### config.mk
export PLATFORM = sky130hd
export DESIGN_NAME = ethernet_rx_frame_parser
export DESIGN_NICKNAME = d
export VERILOG_FILES = /design/src/rtl/ethernet_rx_pkg.sv /design/src/rtl/ethernet_rx_frame_parser_byte_hold.sv /design/src/rtl/ethernet_rx_frame_parser.sv
export SDC_FILE = /design/constraint.sdc
export NUM_CORES = 1
export LEC_CHECK = 0
export CORE_MARGIN = 2
export CORE_UTILIZATION = 30
export CTS_CLUSTER_DIAMETER = 200
export DETAILED_ROUTE_END_ITERATION = 16
export PLACE_DENSITY_LB_ADDON = 0.08
export RECOVER_POWER = 100
export SETUP_SLACK_MARGIN = 0.2
export SLEW_MARGIN = 5
export SYNTH_ARGS = -nofsm -noshare
export SYNTH_HDL_FRONTEND = slang
export SYNTH_SLANG_ARGS = --single-unit
### constraint.sdc
create_clock -name i_clk -period 2.3 [get_ports i_clk]
set_clock_uncertainty 0.2 [all_clocks]
set_input_delay 0.345 -clock i_clk [delete_from_list [all_inputs] [get_ports i_clk]]
set_output_delay 0.345 -clock i_clk [all_outputs]
set_load 0.02 [all_outputs]
### src/rtl/ethernet_rx_pkg.sv
// Shared constants, frame-type codes and FSM state encoding for the Ethernet RX parser.
package ethernet_rx_pkg;

   localparam logic [7:0]  ETH_PREAMBLE    = 8'h55;
   localparam logic [7:0]  ETH_SFD         = 8'hD5;
   localparam logic [15:0] ETYPE_ARP       = 16'h0806;
   localparam logic [15:0] ETYPE_IPV4      = 16'h0800;
   localparam logic [7:0]  IP_PROTO_ICMP   = 8'h01;
   localparam logic [7:0]  IP_PROTO_UDP    = 8'h11;
   localparam logic [47:0] MAC_BROADCAST   = 48'hFFFF_FFFF_FFFF;

   localparam int HDR_LEN         = 14;
   localparam int HDR_DST_LAST    = 5;
   localparam int PRE_MAX         = 7;
   localparam int IP_PROTO_OFFSET = 9;

   typedef enum logic [1:0] {
      FT_OTHER = 2'b00,
      FT_ARP   = 2'b01,
      FT_ICMP  = 2'b10,
      FT_UDP   = 2'b11
   } frame_type_t;

   typedef enum logic [2:0] {
      S_IDLE = 3'd0,
      S_PRE  = 3'd1,
      S_HDR  = 3'd2,
      S_PAY  = 3'd3,
      S_DROP = 3'd4
   } state_t;

endpackage

### src/rtl/ethernet_rx_frame_parser_byte_hold.sv
// One-byte hold stage: delays payload by one byte so the final byte can be tagged with EOF.
module ethernet_rx_byte_hold (
   input  logic       i_clk,
   input  logic       i_reset,
   input  logic       i_push,
   input  logic [7:0] i_push_data,
   input  logic       i_flush,
   input  logic       i_drain,
   output logic [7:0] o_data,
   output logic       o_valid,
   output logic       o_sof,
   output logic       o_eof
);

   logic [7:0] held_data_reg;
   logic       held_valid_reg;
   logic       held_first_reg;
   logic       in_frame_reg;

   // flush releases the held byte as the last one; drain releases it untagged (truncated frame)
   always_ff @(posedge i_clk) begin
      if (i_reset) begin
         o_data         <= 8'h00;
         o_valid        <= 1'b0;
         o_sof          <= 1'b0;
         o_eof          <= 1'b0;
         held_data_reg  <= 8'h00;
         held_valid_reg <= 1'b0;
         held_first_reg <= 1'b0;
         in_frame_reg   <= 1'b0;
      end else begin
         o_valid <= 1'b0;
         o_sof   <= 1'b0;
         o_eof   <= 1'b0;
         if (i_push) begin
            if (held_valid_reg) begin
               o_valid <= 1'b1;
               o_data  <= held_data_reg;
               o_sof   <= held_first_reg;
            end
            held_data_reg  <= i_push_data;
            held_valid_reg <= 1'b1;
            held_first_reg <= !in_frame_reg;
            in_frame_reg   <= 1'b1;
         end else if (i_flush || i_drain) begin
            if (held_valid_reg) begin
               o_valid <= 1'b1;
               o_data  <= held_data_reg;
               o_sof   <= held_first_reg;
               o_eof   <= i_flush;
            end
            held_valid_reg <= 1'b0;
            in_frame_reg   <= 1'b0;
         end
      end
   end

endmodule

### src/rtl/ethernet_rx_frame_parser.sv
// Ethernet RX byte-stream parser: strips preamble/SFD, filters on destination MAC,
// captures source MAC and ethertype, classifies ARP/ICMP/UDP and forwards payload.
module ethernet_rx_frame_parser
   import ethernet_rx_pkg::*;
#(
   parameter logic [47:0] P_LOCAL_MAC   = 48'h211abcdef112,
   parameter int          P_MAX_PAYLOAD = 1500
) (
   input  logic        i_clk,
   input  logic        i_reset,
   input  logic [7:0]  i_data,
   input  logic        i_valid,
   output logic [7:0]  o_data,
   output logic        o_valid,
   output logic        o_sof,
   output logic        o_eof,
   output logic [47:0] o_src_mac,
   output logic [15:0] o_ethertype,
   output logic [1:0]  o_frame_type,
   output logic        o_frame_done,
   output logic        o_frame_err
);

   localparam logic [10:0] MAX_CNT = 11'(P_MAX_PAYLOAD);

   state_t      state_reg;
   logic [2:0]  pre_cnt_reg;
   logic [3:0]  hdr_cnt_reg;
   logic [10:0] pay_cnt_reg;
   logic [55:0] hdr_shift_reg;
   frame_type_t ftype_reg;

   logic        pay_byte;
   logic        overflow;
   logic        push;
   logic        flush;
   logic [47:0] dst_mac;
   logic [15:0] etype_now;

   assign pay_byte  = (state_reg == S_PAY) && i_valid;
   assign overflow  = pay_byte && (pay_cnt_reg == MAX_CNT);
   assign push      = pay_byte && !overflow;
   assign flush     = (state_reg == S_PAY) && !i_valid;
   assign dst_mac   = {hdr_shift_reg[39:0], i_data};
   assign etype_now = {hdr_shift_reg[7:0], i_data};

   ethernet_rx_byte_hold u_hold (
      .i_clk       (i_clk),
      .i_reset     (i_reset),
      .i_push      (push),
      .i_push_data (i_data),
      .i_flush     (flush),
      .i_drain     (overflow),
      .o_data      (o_data),
      .o_valid     (o_valid),
      .o_sof       (o_sof),
      .o_eof       (o_eof)
   );

   always_ff @(posedge i_clk) begin
      if (i_reset) begin
         state_reg     <= S_IDLE;
         pre_cnt_reg   <= 3'd0;
         hdr_cnt_reg   <= 4'd0;
         pay_cnt_reg   <= 11'd0;
         hdr_shift_reg <= 56'd0;
         ftype_reg     <= FT_OTHER;
         o_src_mac     <= 48'd0;
         o_ethertype   <= 16'd0;
         o_frame_type  <= 2'b00;
         o_frame_done  <= 1'b0;
         o_frame_err   <= 1'b0;
      end else begin
         o_frame_done <= 1'b0;
         o_frame_err  <= 1'b0;
         case (state_reg)
            S_IDLE: begin
               if (i_valid) begin
                  if (i_data == ETH_PREAMBLE) begin
                     state_reg   <= S_PRE;
                     pre_cnt_reg <= 3'd1;
                  end else begin
                     state_reg <= S_DROP;
                  end
               end
            end
            S_PRE: begin
               if (!i_valid) begin
                  o_frame_err <= 1'b1;
                  state_reg   <= S_IDLE;
               end else if (i_data == ETH_PREAMBLE) begin
                  if (pre_cnt_reg == 3'(PRE_MAX)) begin
                     o_frame_err <= 1'b1;
                     state_reg   <= S_DROP;
                  end else begin
                     pre_cnt_reg <= pre_cnt_reg + 3'd1;
                  end
               end else if (i_data == ETH_SFD) begin
                  state_reg   <= S_HDR;
                  hdr_cnt_reg <= 4'd0;
               end else begin
                  o_frame_err <= 1'b1;
                  state_reg   <= S_DROP;
               end
            end
            S_HDR: begin
               if (!i_valid) begin
                  o_frame_err <= 1'b1;
                  state_reg   <= S_IDLE;
               end else begin
                  // 7-byte window: at the last header byte it holds src MAC plus ethertype high byte
                  hdr_shift_reg <= {hdr_shift_reg[47:0], i_data};
                  hdr_cnt_reg   <= hdr_cnt_reg + 4'd1;
                  if (hdr_cnt_reg == 4'(HDR_DST_LAST) &&
                      dst_mac != P_LOCAL_MAC && dst_mac != MAC_BROADCAST) begin
                     state_reg <= S_DROP;
                  end
                  if (hdr_cnt_reg == 4'(HDR_LEN - 1)) begin
                     o_src_mac   <= hdr_shift_reg[55:8];
                     o_ethertype <= etype_now;
                     ftype_reg   <= (etype_now == ETYPE_ARP) ? FT_ARP : FT_OTHER;
                     pay_cnt_reg <= 11'd0;
                     state_reg   <= S_PAY;
                  end
               end
            end
            S_PAY: begin
               if (!i_valid) begin
                  o_frame_done <= 1'b1;
                  o_frame_type <= ftype_reg;
                  state_reg    <= S_IDLE;
               end else if (overflow) begin
                  o_frame_err <= 1'b1;
                  state_reg   <= S_DROP;
               end else begin
                  pay_cnt_reg <= pay_cnt_reg + 11'd1;
                  if (pay_cnt_reg == 11'(IP_PROTO_OFFSET) && o_ethertype == ETYPE_IPV4) begin
                     if (i_data == IP_PROTO_ICMP)
                        ftype_reg <= FT_ICMP;
                     else if (i_data == IP_PROTO_UDP)
                        ftype_reg <= FT_UDP;
                     else
                        ftype_reg <= FT_OTHER;
                  end
               end
            end
            S_DROP: begin
               if (!i_valid)
                  state_reg <= S_IDLE;
            end
            default: state_reg <= S_IDLE;
         endcase
      end
   end

endmodule

After elaboration in Yosys (flattened, before gate mapping):

Index checks and enable logic that the tools add are counted.

* word-level logic and storage cells: 141
* output and inout port bits: 79
* register bits: 168

* multiplexer cells: 57
* reductions and logical operators: 26
* eq/ne operators: 33
* bitwise logic cells: 4
* $add $sub $neg: 3

Operators with widths (number)
* $mux W3: 17
* $ne A48 B46 Y1 const B: 1
* $ne A48 B48 Y1 const B: 1
* $mux W11: 4
* $eq A16 B12 Y1 const B: 2
* $mux W8: 3
* $ne A2 B2 Y1 const B: 12
* $pmux W11 S2: 1
* $mux W1: 16
* $mux W4: 4
* $pmux W3 S5: 1
* $reduce_and A5 Y1: 3
* $mux W2: 7
* $reduce_and A6 Y1: 2
* $add A11 B1 Y11 const B: 1
* $eq A11 B11 Y1 const B: 1
* $eq A11 B4 Y1 const B: 1
* $eq A8 B1 Y1 const B: 1
* $eq A8 B5 Y1 const B: 1
* $eq A8 B7 Y1 const B: 1
* $eq A8 B8 Y1 const B: 1
* $ne A4 B4 Y1 const B: 2
* $pmux W4 S2: 1
* $reduce_bool A2 Y1: 4
* other kinds (21): 35

Logic depth before layout (Yosys ltp):

Gate-level depths: netlist of the first run.

* word-level depth: 7
* depth in mapped cells: 9

Modules after synthesis:

From an unflattened synthesis of the first run, not the netlist that was laid out.

* cells, all modules: 826
* area total of the unflattened synthesis: 6826.5 µm²

Modules (own cells, without submodules)
* ethernet_rx_frame_parser: cells each 749, sequential area each 2942.8 µm², times used 1, area an instance 6012.0 µm²
* ethernet_rx_byte_hold: cells each 77, sequential area each 420.4 µm², times used 1, area an instance 814.5 µm²

Least setup slack after synthesis of the first run:

No wires, ideal clock.

* path kind: input -> register
* start point: in i_data[7]
* end point: reg state_reg[2]
* setup time: 0.123 ns
* data arrival time: 2.066 ns
* stages: 7
* path slack: -0.089 ns
* path through: buf_6 -> or4_4 -> nor4_4 -> nand4_2 -> a2111oi_4 -> nor2_1 -> mux2_1

* longest elaborated chain between the ends: 5

Ends and longest elaborated chain
* from (decl): line ethernet_rx_frame_parser.sv:11 `input logic [7:0] i_data,`
* $ne A48 B46 Y1 or $eq A8 B8 Y1 (tied branches): line ethernet_rx_frame_parser.sv:115, ethernet_rx_frame_parser.sv:98
* $logic_and A1 B1 Y1 or $mux W3 (tied branches): line ethernet_rx_frame_parser.sv:114, ethernet_rx_frame_parser.sv:98
* $logic_and A1 B1 Y1 or $mux W3 (tied branches): line ethernet_rx_frame_parser.sv:115, ethernet_rx_frame_parser.sv:91
* $ne A4 B4 Y1 (no line) or $mux W3 (tied branches)
* $reduce_and A5 Y1 (no line) or $pmux W3 S5 (tied branches)
* to (signal assigned): line ethernet_rx_frame_parser.sv:109 `state_reg <= S_IDLE;`
* to (signal assigned): line ethernet_rx_frame_parser.sv:116 `state_reg <= S_DROP;`
* to (signal assigned): line ethernet_rx_frame_parser.sv:123 `state_reg <= S_PAY;`
* to (decl): line ethernet_rx_frame_parser.sv:26 `state_t state_reg;`

Parallel ways exist; a longest one is shown, timed or not. The select of a mux whose other input is x is not followed.
A chain may end at the register's enable or synchronous reset.

Final worst setup path of the first run:

* start point: reg hdr_shift_reg[0]
* end point: reg state_reg[2]

* longest elaborated chain between the ends: 5

Ends and longest elaborated chain
* from (decl): line ethernet_rx_frame_parser.sv:30 `logic [55:0] hdr_shift_reg;`
* from (signal assigned): line ethernet_rx_frame_parser.sv:112 `hdr_shift_reg <= {hdr_shift_reg[47:0], i_data};`
* $ne A48 B46 Y1: line ethernet_rx_frame_parser.sv:115 `dst_mac != P_LOCAL_MAC && dst_mac != MAC_BROADCAST) begin`
* $logic_and A1 B1 Y1: line ethernet_rx_frame_parser.sv:114 `if (hdr_cnt_reg == 4'(HDR_DST_LAST) &&`
* $logic_and A1 B1 Y1 *: line ethernet_rx_frame_parser.sv:115
* $ne A4 B4 Y1 (no line) *
* $reduce_and A5 Y1 (no line) *

Every way passes the cells marked *; elsewhere a longest branch is shown, timed or not.

==> results of run 1 <==
-- through the flow --
step           setup WS, ns  util, %  instance area [µm²]
5_1_grt              0.0650     41.8                 8840
2_1_floorplan       -0.0851        -                 6520
3_3_place_gp         -0.539     38.5                 8140
4_1_cts               0.157     41.7                 8830
3_5_place_dp         -0.535     38.5                 8140
6_report              0.140     41.8                 8840
-- area by class of cell --
type / count / share of cell area (%)
clock buffers: 19 / 5.12
clock inverters: 13 / 1.61
inverters: 6 / 0.255
multi-input cells: 587 / 34.1
flip-flops and latches: 168 / 38.3
well taps: 275 / 3.89
repair buffers: 164 / 16.7
-- cell families (layout without fill, tap and decap cells) --
| logic type | Yosys count | count (layout) |
|---|---|---|
| xor+xnor | 10 | 10 |
| compound gates | 163 | 163 |
| fa+ha+maj | 7 | 7 |
| simple gates | 395 | 395 |
| flops | 168 | 168 |
| buf+inv | 62 | 202 |
| mux | 12 | 12 |
-- cells in the final DEF, fill, tap and decap left out, types with 4 or more instances in the layout --
cell / count
nand2_1: 268
nand3_1: 6
nor3_1: 7
buf_12: 4
a311oi_1: 4
ha_1: 7
nor2_1: 41
mux2i_1: 11
inv_1: 5
nor4_1: 8
a21oi_1: 141
inv_6: 4
nand2b_1: 8
dfxtp_2: 12
clkbuf_16: 17
xor2_1: 8
dfxtp_1: 154
clkbuf_1: 5
nor4_2: 4
o21ai_0: 4
buf_4: 61
dlygate4sd3_1: 79
buf_6: 4
nand4_1: 20
-- worst min path at each step --
stage,startpoint,to,cells after the start
2_1_floorplan,u_hold.held_first_reg,u_hold.o_sof,1
3_3_place_gp,u_hold.held_data_reg[0],u_hold.o_data[0],2
3_5_place_dp,u_hold.held_data_reg[7],u_hold.o_data[7],2
4_1_cts,i_data[0],u_hold.held_data_reg[0],3
5_1_grt,i_data[2],hdr_shift_reg[2],3
6_report,i_data[2],hdr_shift_reg[2],3
-- synthesized netlist by cell type (all sizes together) --
master / instances
nand4b: 2
or4: 4
nand3b: 2
mux2i: 11
o41ai: 1
nand2: 269
nor3: 8
nor3b: 1
o21a: 2
clkbuf: 48
and2: 2
a311oi: 4
o21ai: 7
nand3: 7
a2111oi: 1
ha: 7
xnor2: 2
a22oi: 1
buf: 8
a211oi: 2
mux2: 1
nand4: 21
xor2: 8
nor4: 13
nand2b: 8
inv: 6
and3: 5
nor4b: 1
and4: 2
or2: 2
dfxtp: 168
nor2b: 2
nor2: 42
and4b: 2
a31oi: 4
nor4bb: 2
a21oi: 141
-- power groups by stage --
| stage | clock network (mW) | logic, mW | registers [mW] |
|---|---|---|---|
| floorplan | 0 | 0.0906 | 2.98 |
| finish | 2.89 | 0.147 | 2.92 |
| detailed placement | 0 | 0.150 | 2.99 |
| global placement | 0 | 0.148 | 2.99 |
| global route | 3.10 | 0.160 | 2.92 |
| CTS | 2.97 | 0.148 | 2.92 |
-- metal layers --
metal	vias up	global-route usage, %	share of wire [%]
met2	118	29.0	48
met1	2841	23.5	47
li1	3005	-	-
met3	9	3.67	4.1
met5	-	0	0
met4	0	4.49	0.85
-- worst max-delay path, cell delays in order (launching register included) --
cell and delay, ns:
dfxtp_1 0.33, nand4_1 0.12, or4_1 0.57, a2111oi_2 0.41
nor2_1 0.10, mux2_4 0.30
-- what timing repair did --
item / CTS / global route
setup endpoints to repair: 12 / 54
gates resized for setup: 33 / 31
buffers inserted: 3 / 1
pin swaps: 11 / 14
==> metrics, run 1 <==
Routability Congestion=0.839; H-Tree Depth=4; Worst Path Max Fanout=2; mux cell area share after synthesis=1.86%; Final Hold Viols=0; die width=151 µm; top cells by area, synth=dfxtp_1 52%, nand2_1 15%, a21oi_1 11%, clkbuf_1 2.8%, nor2_1 2.4%; synth warn=0; Register Area=0.00339 mm²; largest net degree at the start of global routing=67; Post-Syn Instances=817; residual DRC count=0; Setup violations, final=0; final cell count without fillers=1232; Worst Hold Class=in -> reg; routed wire length=19500 µm; io pins=90; TritonCTS clock tree=yes; Max clock buf depth=2; Max-Cap Viols=0; PortBufs=89; Net Count, Synth=835; CP Launch Type=flop; Mapped Area=0.00652 mm²; Hold WS=0.109 ns; R2R Setup Slk=0.14 ns; die area=0.0229 mm²; DPL Wire Length=13800 µm; Int Power=4.63 mW; Worst slew margin=52.2%; main combinational cell family by area after synthesis=simple AND/OR/NAND/NOR gates; dominant cell type by area after synthesis=dfxtp_1; power share of the clock group=48.5%; Clock Latency Late Sink=0.43 ns; area of the multi-input gates=0.00301 mm²; Leak Pwr=3.27 nW; GRT Util Overall=17.6%; Worst R2R End=state_reg[2]; total CTS buffers=17; #FFs+latches synth=168; gr ovfl total=0; DR pass1 iterations=5; Final period util=93.9%; total core area=0.0212 mm²; Routed Antenna Nets=0; Worst Path Required=2.41 ns; placed insts=1196; NumNets Final=962; Die H=151 µm; routed len/inst=15.8 µm; Arr. time, crit path=2.27 ns; total negative slack=0 ns; Worst Tran Pin Value=0.717 ns; mean post-synth cell area=7.98 µm²; fraction of the mapped netlist area in adder cells=1.34%; share of the synthesized area in the top cell type=51.6%; Reg2Reg Depth=5; CTS Sinks=168; Worst Setup EP=state_reg[2]; hold-fix buffer count after cts=0; Simple-Gate Fraction of Synth Area=26.6%; area grow syn2layout=35.6%; status=finished, final reports clean; first-pass GRT wire length=31100 µm; initial core utilization=30.8%; sequential area share after synthesis=51.6%; Synth cell types=41; clock root cell=clkbuf_16; Filler cells=2152; vias=5973; fmax=463 MHz; row cnt=53; combinational share of power=2.5%; worst setup path class=reg -> reg; crit path from=hdr_shift_reg[0]; switch share=22.2%; Final min period=2.16 ns; fraction of layout cells with a size suffix above 1=14.7%; P_sw=1.32 mW; ANT cells=0; Reg clk slew, reported paths=0.06 ns; R2R Path Start=hdr_shift_reg[0]; vias in the first global route=5810; max FFs per register=56; Max Transition Viols Final=0; xor/xnor cell area share of the yosys netlist=1.34%; vias per cell=4.85; power per cell area=674 mW/mm²; Max VDD drop=0.573 mV; RSZ-0062 raised after global routing=true; initial DRC count=354; Design Power=5.95 mW; compound-gate portion of the synthesized area=13.4%; initial antenna violation count=0; Flop pwr share=49.1%; endpoint class of the critical path=flop
No activity file was read; power rests on OpenSTA's default activity.
==> run 2, diff against run 1 <==
Settings changed: DONT_BUFFER_PORTS set to 1, PLACE_DENSITY_LB_ADDON 0.08 to unset.
==> metrics, run 2 (synthesis results as in run 1) <==
routed wire length=18400 µm; most frequent cells in the layout=269 x nand2_1, 149 x dfxtp_1, 141 x a21oi_1; Top delay family on crit path=simple AND/OR/NAND/NOR gates; io pins=90; vias per cell=4.98; row cnt=53; Max Transition Viols Final=0; DPL Wire Length=12200 µm; Final Hold Viols=153; initial DRC count=517; TritonCTS clock tree=yes; failing checks=negative hold slack; total CTS buffers=17; Critical Path, Cell by Cell=nand2_1, nor3_2, nand2_1, a2111oi_4, nor2_1, mux2_1; area grow syn2layout=18.7%; Crit path buffers/inverters=0; Final min period=2.12 ns; pre-CTS WS=-0.0639 ns; routed len/inst=16.4 µm; Setup violations, final=0; first-pass GRT wire length=28500 µm; placed insts=1081; RSZ-0062 raised after global routing=true; Register Area=0.00339 mm²; area of the multi-input gates=0.00300 mm²; vias in the first global route=5228; fin worst setup slack=0.178 ns; CTS Sinks=168; power per cell area=743 mW/mm²; Worst Path Required=2.41 ns; worst setup path class=reg -> reg; total negative slack=0 ns; Worst Path Max Fanout=11; commonest non-fill, non-tap cell in the layout=nand2_1; Max VDD drop=0.401 mV; Worst slew margin=55.9%; largest net degree at the start of global routing=160; ANT cells=0; fraction of layout cells with a size suffix above 1=13.0%; Filler cells=2218; die area=0.0229 mm²; Levels on crit path=6; fmax=471 MHz; Slowest cell on crit path=dfxtp_1; Max-Cap Viols=0; hold path depth=1; crit-path most repeated cell=nand2_1; Die H=151 µm; Arr. time, crit path=2.23 ns; clock root cell=clkbuf_16; status=finished with violations; residual DRC count=0; final cell count without fillers=1122; Worst Tran Pin Value=0.662 ns; max incr delay on CP=0.55 ns; vias=5593; gr ovfl total=0; initial antenna violation count=0; Clock Latency Late Sink=0.43 ns; NumNets Final=852; initial core utilization=30.8%; Hold WS=-0.211 ns; Design Power=5.75 mW; endpoint class of the critical path=flop; Routed Antenna Nets=0; Reg2Reg Depth=6; CP Launch Type=flop; Leak Pwr=2.52 nW; Max clock buf depth=2; GRT Util Overall=16.1%; Final period util=92.2%; Worst Hold Class=in -> reg; max FFs per register=56; total core area=0.0212 mm²; DR pass1 iterations=5; H-Tree Depth=4; PortBufs=0; die width=151 µm; Routability Congestion=0.877; Reg clk slew, reported paths=0.07 ns
==> run 2: repair_timing <==
item | 4_1_cts | 5_1_grt
resized for setup | 7 | 36
setup buffers | 0 | 1
setup endpoints to repair | 4 | 78
hold buffers | 4 | 4
hold endpoints to repair | 157 | 153
pin swaps | 0 | 8
==> run 2: final cells by class <==
type | instances | area share [%]
clock buffer | 20 | 6.03
sequential | 168 | 43.9
inverter | 6 | 0.291
tap | 275 | 4.45
timing repair buffer | 54 | 5.13
clock inverter | 12 | 1.42
multi-input combinational | 587 | 38.8
==> run 2: per-layer routing <==
layer	wire, µm	vias to the layer above	GRT usage, %
met5	0	-	0
met4	242	0	4.63
met3	1060	14	5.15
met2	8580	132	25.1
met1	8570	2665	21.4
li1	-	2782	-
==> run 2: final timing paths <==
check	slack (ns)	start	endpoint
setup reg to reg	0.18	state_reg[1]	state_reg[2]
hold / removal	-0.21	i_reset	o_ethertype[5]
hold reg to reg	0.25	u_hold.held_data_reg[4]	u_hold.o_data[4]
setup / recovery	0.18	state_reg[1]	state_reg[2]
==> run 2: report_power, final <==
group	total [mW]	switching (mW)	leakage, nW	internal [mW]
clock network	2.75	1.25	0.276	1.50
logic	0.0732	0.0336	0.881	0.0396
registers	2.92	0.0102	1.36	2.91
==> run 2: per-stage QoR <==
step | util, % | area, µm²
4_1_cts | 36.2 | 7650
3_3_place_gp | 33.2 | 7020
2_1_floorplan | - | 6520
3_5_place_dp | 33.2 | 7020
6_report | 36.6 | 7740
5_1_grt | 36.6 | 7740
==> run 3, diff against run 2 <==
Settings changed: CTS_BUF_LIST set to sky130_fd_sc_hd__clkbuf_2.
==> metrics, run 3 (synthesis results as in run 1) <==
status=finished with violations; failing checks=negative hold slack; DPL Wire Length=12200 µm; Leak Pwr=2.43 nW; total core area=0.0212 mm²; RSZ-0062 raised after global routing=true; crit path from=state_reg[1]; Worst Tran Pin Value=0.660 ns; vias=5635; Final min period=2.10 ns; vias per cell=4.98; TritonCTS clock tree=yes; routed len/inst=16.1 µm; CTS Sinks=168; hold wc startpoint=i_reset; total CTS buffers=17; die area=0.0229 mm²; Reg clk slew, reported paths=0.24 ns; area grow syn2layout=15.0%; H-Tree Depth=4; PortBufs=0; gr ovfl total=0; residual DRC count=0; fmax=476 MHz; CP Launch Type=flop; initial antenna violation count=1; Worst Path Required=2.79 ns; hold-fix buffer count after cts=4; power per cell area=588 mW/mm²; initial core utilization=30.8%; fin worst setup slack=0.197 ns; DR pass1 iterations=5; clock root cell=clkbuf_2; Routed Antenna Nets=0; Worst Path Max Fanout=11; Worst slew margin=56.0%; Hold WS=-0.557 ns; NumNets Final=860; routed wire length=18300 µm; GRT Util Overall=16.1%; Final period util=91.4%; first-pass GRT wire length=28400 µm; fraction of layout cells with a size suffix above 1=15.3%; Clock Latency Late Sink=0.74 ns; row cnt=53; commonest non-fill, non-tap cell in the layout=nand2_1; Setup violations, final=0; Die H=151 µm; Worst Hold Class=in -> reg; Max-Cap Viols=0; die width=151 µm; largest net degree at the start of global routing=160; Arr. time, crit path=2.59 ns; io pins=90; pre-CTS WS=-0.0639 ns; vias in the first global route=5253; Max Transition Viols Final=0; worst setup path class=reg -> reg; endpoint class of the critical path=flop; Max VDD drop=0.247 mV; R2R Path Start=state_reg[1]; initial DRC count=512; placed inst area=0.00702 mm²; Max clock buf depth=2; most frequent cells in the layout=268 x nand2_1, 141 x a21oi_1, 140 x dfxtp_1; max FFs per register=56; Routability Congestion=0.877; Filler cells=2258; Final Cell Area=0.00749 mm²; Design Power=4.41 mW; Final Hold Viols=165
-- run 3: cell types whose count changed in the layout (fill, tap and decap cells not counted), moves of 2 or more --
cell,before,now
clkbuf_16,17,0
dfxtp_4,3,6
clkinv_1,0,3
clkbuf_2,1,18
dfxtp_1,149,140
o21ai_0,5,3
dfxtp_2,16,22
o21ai_1,1,3
dlygate4sd3_1,8,4
clkbuf_8,3,0
buf_4,32,45
-- run 3: metal layers --
metal	routed length (µm)	vias to the layer above	global-route usage [%]	part of all wire, %
li1	-	2801	-	-
met1	8600	2691	21.5	47
met2	8320	119	24.8	46
met3	1010	24	4.70	5.5
met4	333	0	5.70	1.8
met5	0	-	0	0
-- run 3: per-stage QoR --
stage	utilization, %	setup TNS [ns]	instances
floorplan	-	-0.0851	817
global placement	33.2	-0.0471	1081
detailed placement	33.2	-0.0682	1081
CTS	34.8	0	1124
global route	35.4	0	1131
finish	35.4	0	1131
-- run 3: critical path: stages, from the launching register on --
cell and delay [ns]:
dfxtp_1 0.61, nand2b_1 0.23, nor3_1 0.07, a31oi_1 0.25, o21ai_2 0.11, or4_1 0.52, o21ai_1 0.08
-- run 3: final cells by class --
type / instances / area (µm²) / area share [%]
Antenna cell: 1 / 2.50 / 0.0334
Clock buffer: 17 / 85.1 / 1.14
Clock inverter: 15 / 121 / 1.62
Inverter: 6 / 22.5 / 0.301
Multi-Input combinational cell: 587 / 3040 / 40.6
Sequential cell: 168 / 3410 / 45.5
Tap cell: 275 / 344 / 4.59
Timing Repair Buffer: 62 / 463 / 6.18
-- run 3: path summary, 6_finish.rpt --
path	end	slack, ns	cells past startpoint
worst min-delay path	o_ethertype[9]	-0.56	1
worst max-delay path	state_reg[0]	0.20	6
worst min register to register	u_hold.o_data[4]	0.27	2
worst max register to register	state_reg[0]	0.20	6
-- run 3: what timing repair did --
action / in CTS / in global routing
hold endpoints to repair: 168 / 168
setup buffers: 7 / 6
pin swaps: 0 / 8
gates resized for setup: 25 / 40
setup endpoints to repair: 10 / 76
-- run 3: report_power, final --
part / total, mW / leakage [nW] / switching, mW / internal (mW)
sequential: 2.93 / 1.37 / 0.00984 / 2.92
clock: 1.42 / 0.120 / 1.11 / 0.306
combinational: 0.0648 / 0.944 / 0.0304 / 0.0344
